==> src/rtl/pixel_stream_writer.sv <==
`default_nettype none
// ============================================================================
//  Module   : pixel_stream_writer
//  Purpose  : Parses framed panel/address/RGB packets into single-cycle pixel
//             writes on the shared panel control bus, with error accounting.
//  Revision : 1.0
// ============================================================================
module pixel_stream_writer #(
  parameter int NUM_PANELS       = 6,
  parameter int PIXELS_PER_PANEL = 4096
) (
  input  logic        ctrl_clock,
  input  logic        ctrl_reset,
  input  logic        in_valid,
  output logic        in_ready,
  input  logic [7:0]  in_data,
  input  logic        in_last,
  output logic [7:0]  ctrl_en,
  output logic [15:0] ctrl_addr,
  output logic [23:0] ctrl_wdat,
  output logic [15:0] pkt_count,
  output logic [15:0] err_count
);

  localparam logic [7:0]  c_MAX_PANEL = 8'(NUM_PANELS);
  localparam logic [16:0] c_PIX_LIMIT = 17'(PIXELS_PER_PANEL);

  typedef enum logic [2:0] {
    HDR_PANEL   = 3'd0,
    HDR_ADDR_HI = 3'd1,
    HDR_ADDR_LO = 3'd2,
    PIX_R       = 3'd3,
    PIX_G       = 3'd4,
    PIX_B       = 3'd5,
    DROP        = 3'd6
  } state_t;

  state_t      state_q;
  logic [7:0]  panel_q;
  logic        bad_q;
  logic [7:0]  addr_hi_q;
  logic [15:0] ptr_q;
  logic [7:0]  r_q;
  logic [7:0]  g_q;
  logic [7:0]  en_q;
  logic [15:0] addr_q;
  logic [23:0] wdat_q;
  logic [15:0] pkt_q;
  logic [15:0] err_q;

  logic        w_accept;
  logic [15:0] w_addr;
  logic        w_addr_ok;
  logic        w_ptr_end;

  assign in_ready  = ~ctrl_reset;
  assign w_accept  = in_valid & ~ctrl_reset;
  assign w_addr    = {addr_hi_q, in_data};
  assign w_addr_ok = ({1'b0, w_addr} < c_PIX_LIMIT);
  // The write in PIX_B uses ptr_q; this flags it as the panel's final address.
  assign w_ptr_end = (({1'b0, ptr_q} + 17'd1) == c_PIX_LIMIT);

  always_ff @(posedge ctrl_clock) begin
    if (ctrl_reset) begin
      state_q   <= HDR_PANEL;
      panel_q   <= '0;
      bad_q     <= 1'b0;
      addr_hi_q <= '0;
      ptr_q     <= '0;
      r_q       <= '0;
      g_q       <= '0;
      en_q      <= '0;
      addr_q    <= '0;
      wdat_q    <= '0;
      pkt_q     <= '0;
      err_q     <= '0;
    end else begin
      en_q <= '0;
      if (w_accept) begin
        unique case (state_q)
          HDR_PANEL: begin
            panel_q <= in_data;
            bad_q   <= (in_data == 8'd0) || (in_data > c_MAX_PANEL);
            if (in_last) begin
              err_q   <= err_q + 16'd1;
              state_q <= HDR_PANEL;
            end else begin
              state_q <= HDR_ADDR_HI;
            end
          end
          HDR_ADDR_HI: begin
            addr_hi_q <= in_data;
            if (in_last) begin
              err_q   <= err_q + 16'd1;
              state_q <= HDR_PANEL;
            end else begin
              state_q <= HDR_ADDR_LO;
            end
          end
          HDR_ADDR_LO: begin
            ptr_q <= w_addr;
            if (in_last) begin
              if (!bad_q && w_addr_ok) pkt_q <= pkt_q + 16'd1;
              else                     err_q <= err_q + 16'd1;
              state_q <= HDR_PANEL;
            end else if (bad_q || !w_addr_ok) begin
              state_q <= DROP;
            end else begin
              state_q <= PIX_R;
            end
          end
          PIX_R: begin
            r_q <= in_data;
            if (in_last) begin
              err_q   <= err_q + 16'd1;
              state_q <= HDR_PANEL;
            end else begin
              state_q <= PIX_G;
            end
          end
          PIX_G: begin
            g_q <= in_data;
            if (in_last) begin
              err_q   <= err_q + 16'd1;
              state_q <= HDR_PANEL;
            end else begin
              state_q <= PIX_B;
            end
          end
          PIX_B: begin
            en_q   <= panel_q;
            addr_q <= ptr_q;
            wdat_q <= {in_data, g_q, r_q};
            ptr_q  <= ptr_q + 16'd1;
            // Ending exactly on the last address is clean; any byte after it drops.
            if (in_last) begin
              pkt_q   <= pkt_q + 16'd1;
              state_q <= HDR_PANEL;
            end else if (w_ptr_end) begin
              state_q <= DROP;
            end else begin
              state_q <= PIX_R;
            end
          end
          DROP: begin
            if (in_last) begin
              err_q   <= err_q + 16'd1;
              state_q <= HDR_PANEL;
            end
          end
          default: state_q <= HDR_PANEL;
        endcase
      end
    end
  end

  assign ctrl_en   = en_q;
  assign ctrl_addr = addr_q;
  assign ctrl_wdat = wdat_q;
  assign pkt_count = pkt_q;
  assign err_count = err_q;

endmodule
`default_nettype wire

==> config.mk <==
export PLATFORM = sky130hd
export DESIGN_NAME = pixel_stream_writer
export DESIGN_NICKNAME = d
export VERILOG_FILES = /design/src/rtl/pixel_stream_writer.sv
export SDC_FILE = /design/constraint.sdc
export NUM_CORES = 1
export LEC_CHECK = 0
export ABC_AREA = 1
export ABC_CLOCK_PERIOD_IN_PS = 2380
export CAP_MARGIN = 10
export CORE_ASPECT_RATIO = 0.7
export CORE_UTILIZATION = 53
export CTS_CLUSTER_SIZE = 8
export DETAILED_ROUTE_END_ITERATION = 10
export PLACE_DENSITY = 0.84
export SLEW_MARGIN = 40
export SYNTH_ARGS = -nofsm -noshare
export SYNTH_HDL_FRONTEND = slang
export SYNTH_SLANG_ARGS = --single-unit
==> constraint.sdc <==
create_clock -name ctrl_clock -period 2.38 [get_ports ctrl_clock]
set_input_delay 0.595 -clock ctrl_clock [delete_from_list [all_inputs] [get_ports ctrl_clock]]
set_output_delay 0.595 -clock ctrl_clock [all_outputs]
set_load 0.02 [all_outputs]
# ---- Word level (Yosys, flattened, before mapping)
# Index checks and enable logic that the tools add are counted.
# Widths: inputs -> output; s select.
dict set report op_classes {
  reduce_logical 20
  n_eq_ne 13
  n_bitwise 4
  order_cmp 2
  addsub 4
  n_mux 19
}
# op count
set ops {}
lappend ops {{$mux 16} 6}
lappend ops {{$pmux 16 s2} 3}
lappend ops {{$add 16x1->16 const B} 3}
lappend ops {{$mux 3} 7}
lappend ops {{$pmux 3 s7} 1}
lappend ops {{$add 16x1->17 const B} 1}
lappend ops {{$eq 17x13->1 const B} 1}
lappend ops {{$lt 16x13->1 const B} 1}
lappend ops {{$reduce_and 2->1} 7}
lappend ops {{$ne 2x2->1 const B} 5}
lappend ops {{$reduce_and 5->1} 2}
lappend ops {{$eq 3x3->1 const B} 3}
lappend ops {{$gt 8x3->1 const B} 1}
lappend ops {{$logic_not 8->1} 1}
lappend ops {{$eq 3x2->1 const B} 2}
lappend ops {{$reduce_or 5->1} 1}
lappend ops {{$reduce_bool 2->1} 2}
lappend ops {{$eq 3x1->1 const B} 1}
lappend ops {{$logic_not 3->1} 1}
lappend ops {{$not 1->1} 3}
lappend ops {{$reduce_or 3->1} 1}
lappend ops {{$logic_not 1->1} 2}
lappend ops {{$logic_or 1x1->1} 2}
lappend ops {{$mux 2} 1}
lappend ops {{other kinds (4)} 4}
dict set report totals {
  output_inout_bits 81
  input_bits 12
  ff_bits 132
}

# ---- Longest topological paths before layout
# Gate-level depths: netlist (run 1).
dict set report depth {
  depth_word 6
  depth_mapped 15
  mapped_depth_nobuf 15
}

# ---- Worst setup path before layout (run 1)
# OpenSTA, ideal clock, no wires.
dict set report synth_path {
  path_kind {input to register}
  startpoint {input port ctrl_reset}
  endpoint {register pkt_q[11] (netlist: pkt_count[11])}
  path_buffers 0
  arrival_ps 1879
  required_ps 2265
  cell_stages 14
  path_slack_ps 386
  cell_sequence {inv_2 -> nand2_1 -> inv_1 -> nand2_1 -> nand2_4 -> nand3_4 -> clkinv_2 -> nand2_4 -> nor2_4 -> nand2_4 -> nor3_4 -> nand3_1 -> nand2_1 -> nor2_1}
}
dict set report synth_via {
  elab_chain_cells 3
}
# item line_no
set synth_lines {}
lappend synth_lines {{from (decl)} 13} ;# input logic ctrl_reset,
lappend synth_lines {{$not 1->1} 57} ;# assign w_accept = in_valid & ~ctrl_reset;
lappend synth_lines {{$and 1x1->1} 57}
lappend synth_lines {{$reduce_and 5->1 (no line)} -}
lappend synth_lines {{to (signal assigned)} 103} ;# if (!bad_q && w_addr_ok) pkt_q <= pkt_q + 16'd1;
lappend synth_lines {{to (signal assigned)} 137} ;# pkt_q <= pkt_q + 16'd1;
lappend synth_lines {{to (decl)} 48} ;# logic [15:0] pkt_q;
# Several ways; a longest one is shown, not always the timed one.
# A chain may end at the register's enable or synchronous reset.

# ---- Worst setup path after layout (run 1)
dict set report layout_path {
  startpoint {input port ctrl_reset}
  endpoint {output port in_ready}
}
dict set report layout_via {
  elab_chain_cells 1
}
# item line_no
set layout_lines {}
lappend layout_lines {{$not 1->1} 56} ;# assign in_ready = ~ctrl_reset;
lappend layout_lines {{to (decl)} 15} ;# output logic in_ready,
# Every way passes these cells.

==> results of run 1 <==
[where the power goes]
group          leakage [nW]  switching [mW]  internal (mW)
Combinational          1.54           0.116         0.0598
Sequential             1.06          0.0110           2.23
Clock                 0.271           0.980           1.48
[cells in the final DEF (no fill, tap or decap), drive strengths merged, types with 6 or more instances in the layout]
master         synthesis  final
a211oi                 8      8
a221oi                12     12
nor3                  20     20
o21ai                 72     72
clkbuf                25     19
clkinv                 2      9
dfxtp                132    132
nand2                161    161
nor2                  74     74
a21oi                 60     60
clkdlybuf4s50          0     91
inv                   83     84
buf                    5     30
nand3                 71     71
nand4                  6      6
[cell type report]
class	count	area, um2	area share (%)
Clock buffer	19	453	6.19
Clock inverter	12	108	1.47
Tap cell	128	160	2.19
Multi-Input combinational cell	506	2470	33.8
Sequential cell	132	2640	36.1
Inverter	85	320	4.38
Timing Repair Buffer	122	1160	15.8
[worst reg2reg max path, stage by stage (launching register included)]
cell	delay [ns]
dfxtp_1	0.41
ha_1	0.23
nand2_1	0.11
nor2_1	0.29
nand2_1	0.17
nor2_1	0.11
nand2_1	0.08
nand2_1	0.08
nand3_1	0.11
nor2_1	0.14
nand2_1	0.07
nand2_1	0.06
nand2_1	0.05
nand2_1	0.06
a21oi_1	0.06
[registers in the layout, summed over array words and instances, names as in the netlist]
signal / cells
ctrl_wdat: 24
bad_q: 1
g_q: 8
ctrl_en: 8
ctrl_addr: 16
pkt_count: 16
panel_q: 8
ptr_q: 16
err_count: 16
state_q: 3
r_q: 8
addr_hi_q: 8
[metrics by stage]
| step | worst slack [ns] | instance area (um2) | hold WS (ns) |
|---|---|---|---|
| floorplan | 0.386 | 5540 | 0.416 |
| global placement | -0.0716 | 6750 | 0.430 |
| detailed placement | -0.189 | 6750 | 0.435 |
| CTS | 0.180 | 7310 | 0.446 |
| global route | 0.0269 | 7310 | 0.460 |
| finish | 0.185 | 7310 | 0.444 |
[layer usage]
layer	vias up	part of all wire (%)	track usage (%)
li1	2721	-	-
met1	2605	42	37.7
met2	320	45	46.9
met3	48	11	8.00
met4	0	2.7	12.0
met5	-	0	0
[how the worst max path moves through the flow]
stage | start | to | slack [ns] | cells after the start
after floorplan | ctrl_reset | pkt_count[11] | 0.39 | 14
after global routing | ctrl_reset | pkt_count[11] | 0.03 | 15
final | ctrl_reset | in_ready | 0.18 | 4
after global placement | ctrl_reset | pkt_count[11] | -0.07 | 15
after detailed placement | ctrl_reset | pkt_count[11] | -0.19 | 15
after CTS | ctrl_reset | in_ready | 0.18 | 4
[kinds of logic after synthesis]
| group | Yosys count |
|---|---|
| flops | 132 |
| buf+inv | 115 |
| compound gates | 160 |
| xor+xnor | 4 |
| fa+ha+maj | 3 |
| simple gates | 339 |
==> flow_summary.yaml, run 1 <==
sta:
  slew_headroom_pct: 48.7
  final-hold-violation-count: 0
  period_share_pct: 92.2
  worst_slew_pin_slew_ns: 0.769
  rsz0062_at_grt: "no"
  finalSetupTns_ns: 0
  post-route-min-period_ns: 2.20
  finClkSkew_ns: 0.00713
  fmax_ghz: 0.456
  setup_viol: 0
  report.final.slew_viol_count: 0
routing:
  vias_per_cell: 5.67
  vias: 5694
  post_drt_wl_per_cell_um: 15.7
  first_pass_iters: 7
  first_iter_violations: 597
  ant_nets: 0
  routed_wl_um: 15800
  drc: 0
synthesis:
  synth_common_cells: "nand2_1 (156), dfxtp_1 (132), inv_1 (81)"
  yosysUniqueCellTypes: 36
  synthesis.area_um2: 5540
  synth_edf_count: 0
  ys_seq_area_share_pct: 47.7
  synth_compound_area_share_pct: 16.0
  synth_top_area_share_pct: 47.7
  yosysTopAreaCell: "dfxtp_1"
  synthAdderAreaFrac_pct: 0.677
  avgSynthCellArea_um2: 7.36
  ys.flop_type: "dfxtp_1"
  yosys_warnings: 0
  synth_top_family_by_area: "simple AND/OR/NAND/NOR gates"
  async_reset_ff_share_pct: 0
  synth-simple-area-share_pct: 27.1
  synthTopCellsByArea: "dfxtp_1 (48%), nand2_1 (11%), o21ai_0 (6.4%), nand3_1 (6.3%), inv_1 (5.5%)"
  ys_ff_latch: 132
  synth_most_common_cell: "nand2_1"
  muxShareOfSynthArea_pct: 0
  synthCells: 753
  syn_nets: 768
  synth_xor_area_share_pct: 0.632
setup_path:
  slowest_stage: "clkdlybuf4s50_1"
  max_stage_delay_ns: 0.50
  crit_family: "buffers and inverters"
  cp.required_ns: 1.78
  start_kind: "input port"
  cp_cell_sequence: "clkdlybuf4s50_1 -> inv_2 -> buf_12 -> dlygate4sd2_1"
  r2r-end: "state_q[0]"
  critPathBufInv: 4
  r2r_start: "ptr_q[1]"
  crit_arrival_ns: 1.60
  cp-end-kind: "primary output"
  regToRegSetupSlack_ns: 0.22
  rr_worst_depth: 14
  crit_fanout: 3
  critPathKind: "input port to primary output"
clock_network:
  cts_hold_buf: 0
  cts_tree: "built"
  postCtsResizedCells: 1
  clockBufferDepth: 2
  worstSkewPairLatency_ns: 0.42
  h-tree-depth: 4
  cts.sinks: 132
  cts_setup_buffers: 0
  clockRootBuffer: "clkbuf_16"
  cts_buffers: 17
  cts.clk_slew.worst_paths_ns: 0.06
cells_and_area:
  syn2layout_area_growth_pct: 32.0
  nets: 879
  utilization_pct: 73.8
  fillers: 700
  final_cells: 1004
  diodes: 0
  drive_above_1_share_pct: 9.13
run_status:
  status: "finished clean"
floorplan:
  die_w_um: 124
  start_util_pct: 55.9
  num_rows: 30
  io_pins: 93
  placeableCoreArea_um2: 9910
  die-area_um2: 10900
  fp.dieH_um: 87.6
hold_path:
  hold_path_end: "ctrl_en[5]"
  worstHoldStart: "panel_q[5]"
  worstHoldPathCells: 2
  hold_class: "register to register"
power:
  p_leak_nw: 2.88
  ir_worst_vdd_mv: 0.526
  p_per_area_nw_per_um2: 667
  finalPower_mw: 4.88
global_route:
  grt_max_degree: 83
  antenna_found_initial: 0
  grt_pass1_vias: 5200
  grt.overflow.total: 0
  grt_first_pass_wirelength_um: 25100
  track_usage_pct: 29.2
placement:
  place_inst: 973
  dp_hpwl_um: 10700
  gp_congestion: 0.913
  io_buffers: 92
run:
  drv_cap: 0
Power figures use the tool's default switching activity.
==> run 2: changes to the inputs <==
--- a/config.mk
+++ b/config.mk
@@ -6,7 +6,7 @@
 export NUM_CORES = 1
 export LEC_CHECK = 0
 export ABC_AREA = 1
-export ABC_CLOCK_PERIOD_IN_PS = 2380
+export ABC_CLOCK_PERIOD_IN_PS = 2460
 export CAP_MARGIN = 10
 export CORE_ASPECT_RATIO = 0.7
 export CORE_UTILIZATION = 53
==> constraint.sdc (replaced) <==
create_clock -name ctrl_clock -period 2.46 [get_ports ctrl_clock]
set_input_delay 0.615 -clock ctrl_clock [delete_from_list [all_inputs] [get_ports ctrl_clock]]
set_output_delay 0.615 -clock ctrl_clock [all_outputs]
set_load 0.02 [all_outputs]
==> flow_summary.yaml, run 2 (synthesis gave the netlist of run 1 again) <==
placement:
  io_buffers: 92
  gp_congestion: 0.948
  dp_hpwl_um: 11000
  place_inst: 970
floorplan:
  die-area_um2: 10900
  fp.dieH_um: 87.6
  start_util_pct: 55.9
  placeableCoreArea_um2: 9910
  die_w_um: 124
  io_pins: 93
  num_rows: 30
cells_and_area:
  final_common_cell: "nand2_1"
  drive_above_1_share_pct: 8.35
  nets: 876
  diodes: 0
  largest_reg_flops: 24
  syn2layout_area_growth_pct: 32.4
  final_cell_mix: "nand2_1 (156), dfxtp_1 (132), clkdlybuf4s50_1 (91)"
  final_cells: 1002
clock_network:
  clockRootBuffer: "clkbuf_16"
  cts_hold_buf: 0
  cts.clk_slew.worst_paths_ns: 0.06
  worstSkewPairLatency_ns: 0.42
  cts.sinks: 132
  clockBufferDepth: 2
  cts_tree: "built"
  cts_setup_buffers: 0
  postCtsResizedCells: 0
  cts_buffers: 17
  h-tree-depth: 4
sta:
  period_share_pct: 90.9
  setup_viol: 0
  fmax_ghz: 0.447
  final-hold-violation-count: 0
  worst_slew_pin_slew_ns: 0.772
  rsz0062_at_grt: "no"
  post-route-min-period_ns: 2.24
  report.final.slew_viol_count: 0
  finClkSkew_ns: 0.00651
  slew_headroom_pct: 48.6
routing:
  first_pass_iters: 5
  first_iter_violations: 629
  routed_wl_um: 16100
  ant_nets: 0
  vias_per_cell: 5.70
  drc: 0
  post_drt_wl_per_cell_um: 16.0
  vias: 5708
global_route:
  grt_first_pass_wirelength_um: 25900
  track_usage_pct: 30.0
  grt_max_degree: 84
  antenna_found_initial: 0
  grt.overflow.total: 0
  grt_pass1_vias: 5302
setup_path:
  cp.required_ns: 2.77
  critPathKind: "input port to register"
  crit_fanout: 4
  crit_arrival_ns: 2.54
  start_kind: "input port"
  cp-end-kind: "register"
power:
  ir_worst_vdd_mv: 0.447
  p_leak_nw: 2.90
  finalPower_mw: 4.93
  p_per_area_nw_per_um2: 672
run_status:
  status: "finished clean"
hold_path:
  hold_class: "register to register"
run:
  drv_cap: 0
-- run 2: changes by cell type in the layout (fill, tap and decap cells not counted), moves of 2 or more --
cell,change
buf_4,-3
bufinv_16,+2
clkbuf_1,+2
clkinv_2,-2
clkinv_4,-2
-- run 2: power breakdown --
part / total [mW] / internal (mW) / switching, mW
registers: 2.17 / 2.16 / 0.0117
clock network: 2.60 / 1.65 / 0.951
logic: 0.163 / 0.0538 / 0.109
-- run 2: critical path, stage by stage --
cell and delay, ns:
clkdlybuf4s50_1 0.44, inv_2 0.09, nand2_1 0.11, inv_1 0.19, nand2_1 0.12, nand2_4 0.09, nand3_4 0.09, clkinv_2 0.08
nand2_4 0.06, nor2_4 0.14, nand2_4 0.08, nor3_4 0.19, nand3_1 0.11, nand2_1 0.08, nor2_1 0.04
-- run 2: layer usage --
layer  vias to the layer above  wire length, um  GRT usage [%]
li1                       2716                -              -
met1                      2661             7060           39.5
met2                       300             7420           48.8
met3                        31             1320           7.45
met4                         0              280           10.5
met5                         -                0              0
-- run 2: layout make-up --
class | count | area, um2
clock buffer | 21 | 460
clock inverter | 11 | 149
fill | 717 | 2570
inverter | 85 | 320
multi-input combinational | 506 | 2460
sequential | 132 | 2640
tap | 128 | 160
timing repair buffer | 119 | 1140
-- run 2: through the flow --
step | hold slack (ns) | utilization, % | TNS, ns | cell area (um2) | setup slack [ns]
finish | 0.438 | 74.0 | 0 | 7340 | 0.225
global route | 0.454 | 74.0 | 0 | 7340 | 0.117
CTS | 0.438 | 74.0 | 0 | 7330 | 0.0359
detailed placement | 0.428 | 67.9 | -0.473 | 6720 | -0.147
global placement | 0.426 | 67.9 | 0 | 6720 | 0.00371
floorplan | 0.416 | - | 0 | 5540 | 0.446
-- run 2: worst paths after layout --
check	startpoint	end	slack, ns	cells past startpoint
worst max-delay path	ctrl_reset	pkt_count[11]	0.22	15
worst min-delay path	panel_q[2]	ctrl_en[2]	0.44	2
worst max register to register	ptr_q[0]	state_q[0]	0.30	14
worst min register to register	panel_q[2]	ctrl_en[2]	0.44	2
==> run 3: changes to the inputs <==
--- a/config.mk
+++ b/config.mk
@@ -6,7 +6,7 @@
 export NUM_CORES = 1
 export LEC_CHECK = 0
 export ABC_AREA = 1
-export ABC_CLOCK_PERIOD_IN_PS = 2460
+export ABC_CLOCK_PERIOD_IN_PS = 2200
 export CAP_MARGIN = 10
 export CORE_ASPECT_RATIO = 0.7
 export CORE_UTILIZATION = 53
==> constraint.sdc (replaced) <==
create_clock -name ctrl_clock -period 2.2 [get_ports ctrl_clock]
set_input_delay 0.55 -clock ctrl_clock [delete_from_list [all_inputs] [get_ports ctrl_clock]]
set_output_delay 0.55 -clock ctrl_clock [all_outputs]
set_load 0.02 [all_outputs]
==> flow_summary.yaml, run 3 (synthesis gave the netlist of run 1 again) <==
run_status:
  status: "finished clean"
floorplan:
  die_w_um: 124
  num_rows: 30
  fp.dieH_um: 87.6
  start_util_pct: 55.9
  io_pins: 93
  die-area_um2: 10900
  placeableCoreArea_um2: 9910
clock_network:
  cts.sinks: 132
  h-tree-depth: 4
  worstSkewPairLatency_ns: 0.41
  cts_tree: "built"
  clockRootBuffer: "clkbuf_16"
  cts.clk_slew.worst_paths_ns: 0.06
  cts_buffers: 17
  cts_hold_buf: 0
  clockBufferDepth: 2
global_route:
  grt_first_pass_wirelength_um: 25200
  grt.busiest_layer: "met2"
  grt_use_met1_pct: 37.9
  use_met3_pct: 7.64
  met2_usage_pct: 47.7
  antenna_found_initial: 0
  grt.overflow.total: 0
  track_usage_pct: 29.4
  grt_pass1_vias: 5185
  grt_max_degree: 83
run:
  drv_cap: 0
placement:
  gp_congestion: 0.948
  io_buffers: 92
  place_inst: 974
  dp_hpwl_um: 10600
setup_path:
  cp-end-kind: "register"
  r2r-end: "state_q[0]"
  start_kind: "register"
  startpoint: "ptr_q[1]"
  critPathKind: "register to register"
  crit_path_end: "state_q[0]"
  cp.required_ns: 2.48
  rr_worst_depth: 14
  regToRegSetupSlack_ns: 0.15
  crit_fanout: 5
  crit_arrival_ns: 2.33
  r2r_start: "ptr_q[1]"
sta:
  finClkSkew_ns: 0.00579
  report.final.slew_viol_count: 0
  period_share_pct: 93.4
  worst_slew_pin_slew_ns: 0.784
  setup_viol: 0
  fmax_ghz: 0.487
  final-hold-violation-count: 0
  post-route-min-period_ns: 2.05
  slew_headroom_pct: 47.7
routing:
  first_iter_violations: 710
  drc: 0
  first_pass_iters: 6
  vias: 5677
  routed_wl_um: 15900
  post_drt_wl_per_cell_um: 15.7
  ant_nets: 0
  vias_per_cell: 5.64
cells_and_area:
  drive_above_1_share_pct: 9.90
  final_cell_mix: "nand2_1 (154), dfxtp_1 (132), clkdlybuf4s50_1 (90)"
  nets: 882
  final_cells: 1007
  fillers: 715
  syn2layout_area_growth_pct: 33.1
  diodes: 0
  final_common_cell: "nand2_1"
  largest_reg_flops: 24
power:
  p_per_area_nw_per_um2: 737
  ir_worst_vdd_mv: 0.535
  p_leak_nw: 2.91
  finalPower_mw: 5.44
hold_path:
  hold_class: "register to register"
run 3: cell types whose count changed in the layout (fill, tap and decap cells not counted), sizes merged:
cell | previous run | this run
dlygate4sd2 | 0 | 1
clkbuf | 21 | 18
inv | 85 | 87
clkdlybuf4s50 | 91 | 90
clkinvlp | 3 | 4
bufinv | 3 | 2
buf | 27 | 33
run 3: where the power goes:
part	internal [mW]	switching, mW	total [mW]	leakage [nW]
sequential	2.41	0.0122	2.42	1.06
clock	1.71	1.12	2.83	0.277
combinational	0.0633	0.127	0.190	1.57
run 3: area by class of cell:
| class | instances | area [um2] | area share, % |
|---|---|---|---|
| Multi-Input combinational cell | 506 | 2480 | 33.7 |
| Timing Repair Buffer | 125 | 1180 | 16.0 |
| Tap cell | 128 | 160 | 2.17 |
| Inverter | 85 | 320 | 4.34 |
| Clock inverter | 13 | 150 | 2.03 |
| Clock buffer | 18 | 439 | 5.95 |
| Sequential cell | 132 | 2640 | 35.8 |
run 3: worst min path at each step:
stage / startpoint / end / cells after the start
global route: panel_q[0] / ctrl_en[0] / 2
finish: panel_q[0] / ctrl_en[0] / 2
detailed placement: panel_q[4] / ctrl_en[4] / 2
CTS: panel_q[0] / ctrl_en[0] / 2
global placement: panel_q[5] / ctrl_en[5] / 2
floorplan: panel_q[0] / ctrl_en[0] / 2
run 3: what timing repair did:
item                       in CTS  in global routing
gates cloned                    0                  0
resized for setup               1                  8
setup endpoints to repair       1                  8
setup buffers                   0                  2
pin swaps                       0                  2
run 3: worst max-delay path: stages (launching register included):
cell and delay (ns):
dfxtp_1 0.41, ha_1 0.23, nand2_2 0.09, nor2_2 0.21
nand2_1 0.13, nor2_1 0.11, nand2_1 0.08, nand2_1 0.08
nand3_1 0.11, nor2_1 0.15, nand2_1 0.07, nand2_1 0.06
nand2_1 0.05, nand2_1 0.07, a21oi_1 0.07
run 3: layer usage:
metal,share of wire [%],wire [um]
met5,0,0
met3,8.4,1340
met2,46,7280
met1,44,6920
met4,2.0,314
run 3: metrics by stage:
step | worst slack (ns) | utilization (%) | cell area (um2) | hold slack, ns | setup TNS [ns]
after floorplan | 0.251 | - | 5540 | 0.416 | 0
after global placement | -0.169 | 68.2 | 6750 | 0.427 | -3.45
after detailed placement | -0.251 | 68.2 | 6750 | 0.431 | -7.38
after CTS | 0.0951 | 74.1 | 7340 | 0.443 | 0
after global routing | -0.0143 | 74.5 | 7380 | 0.464 | -0.0241
final | 0.146 | 74.5 | 7380 | 0.447 | 0
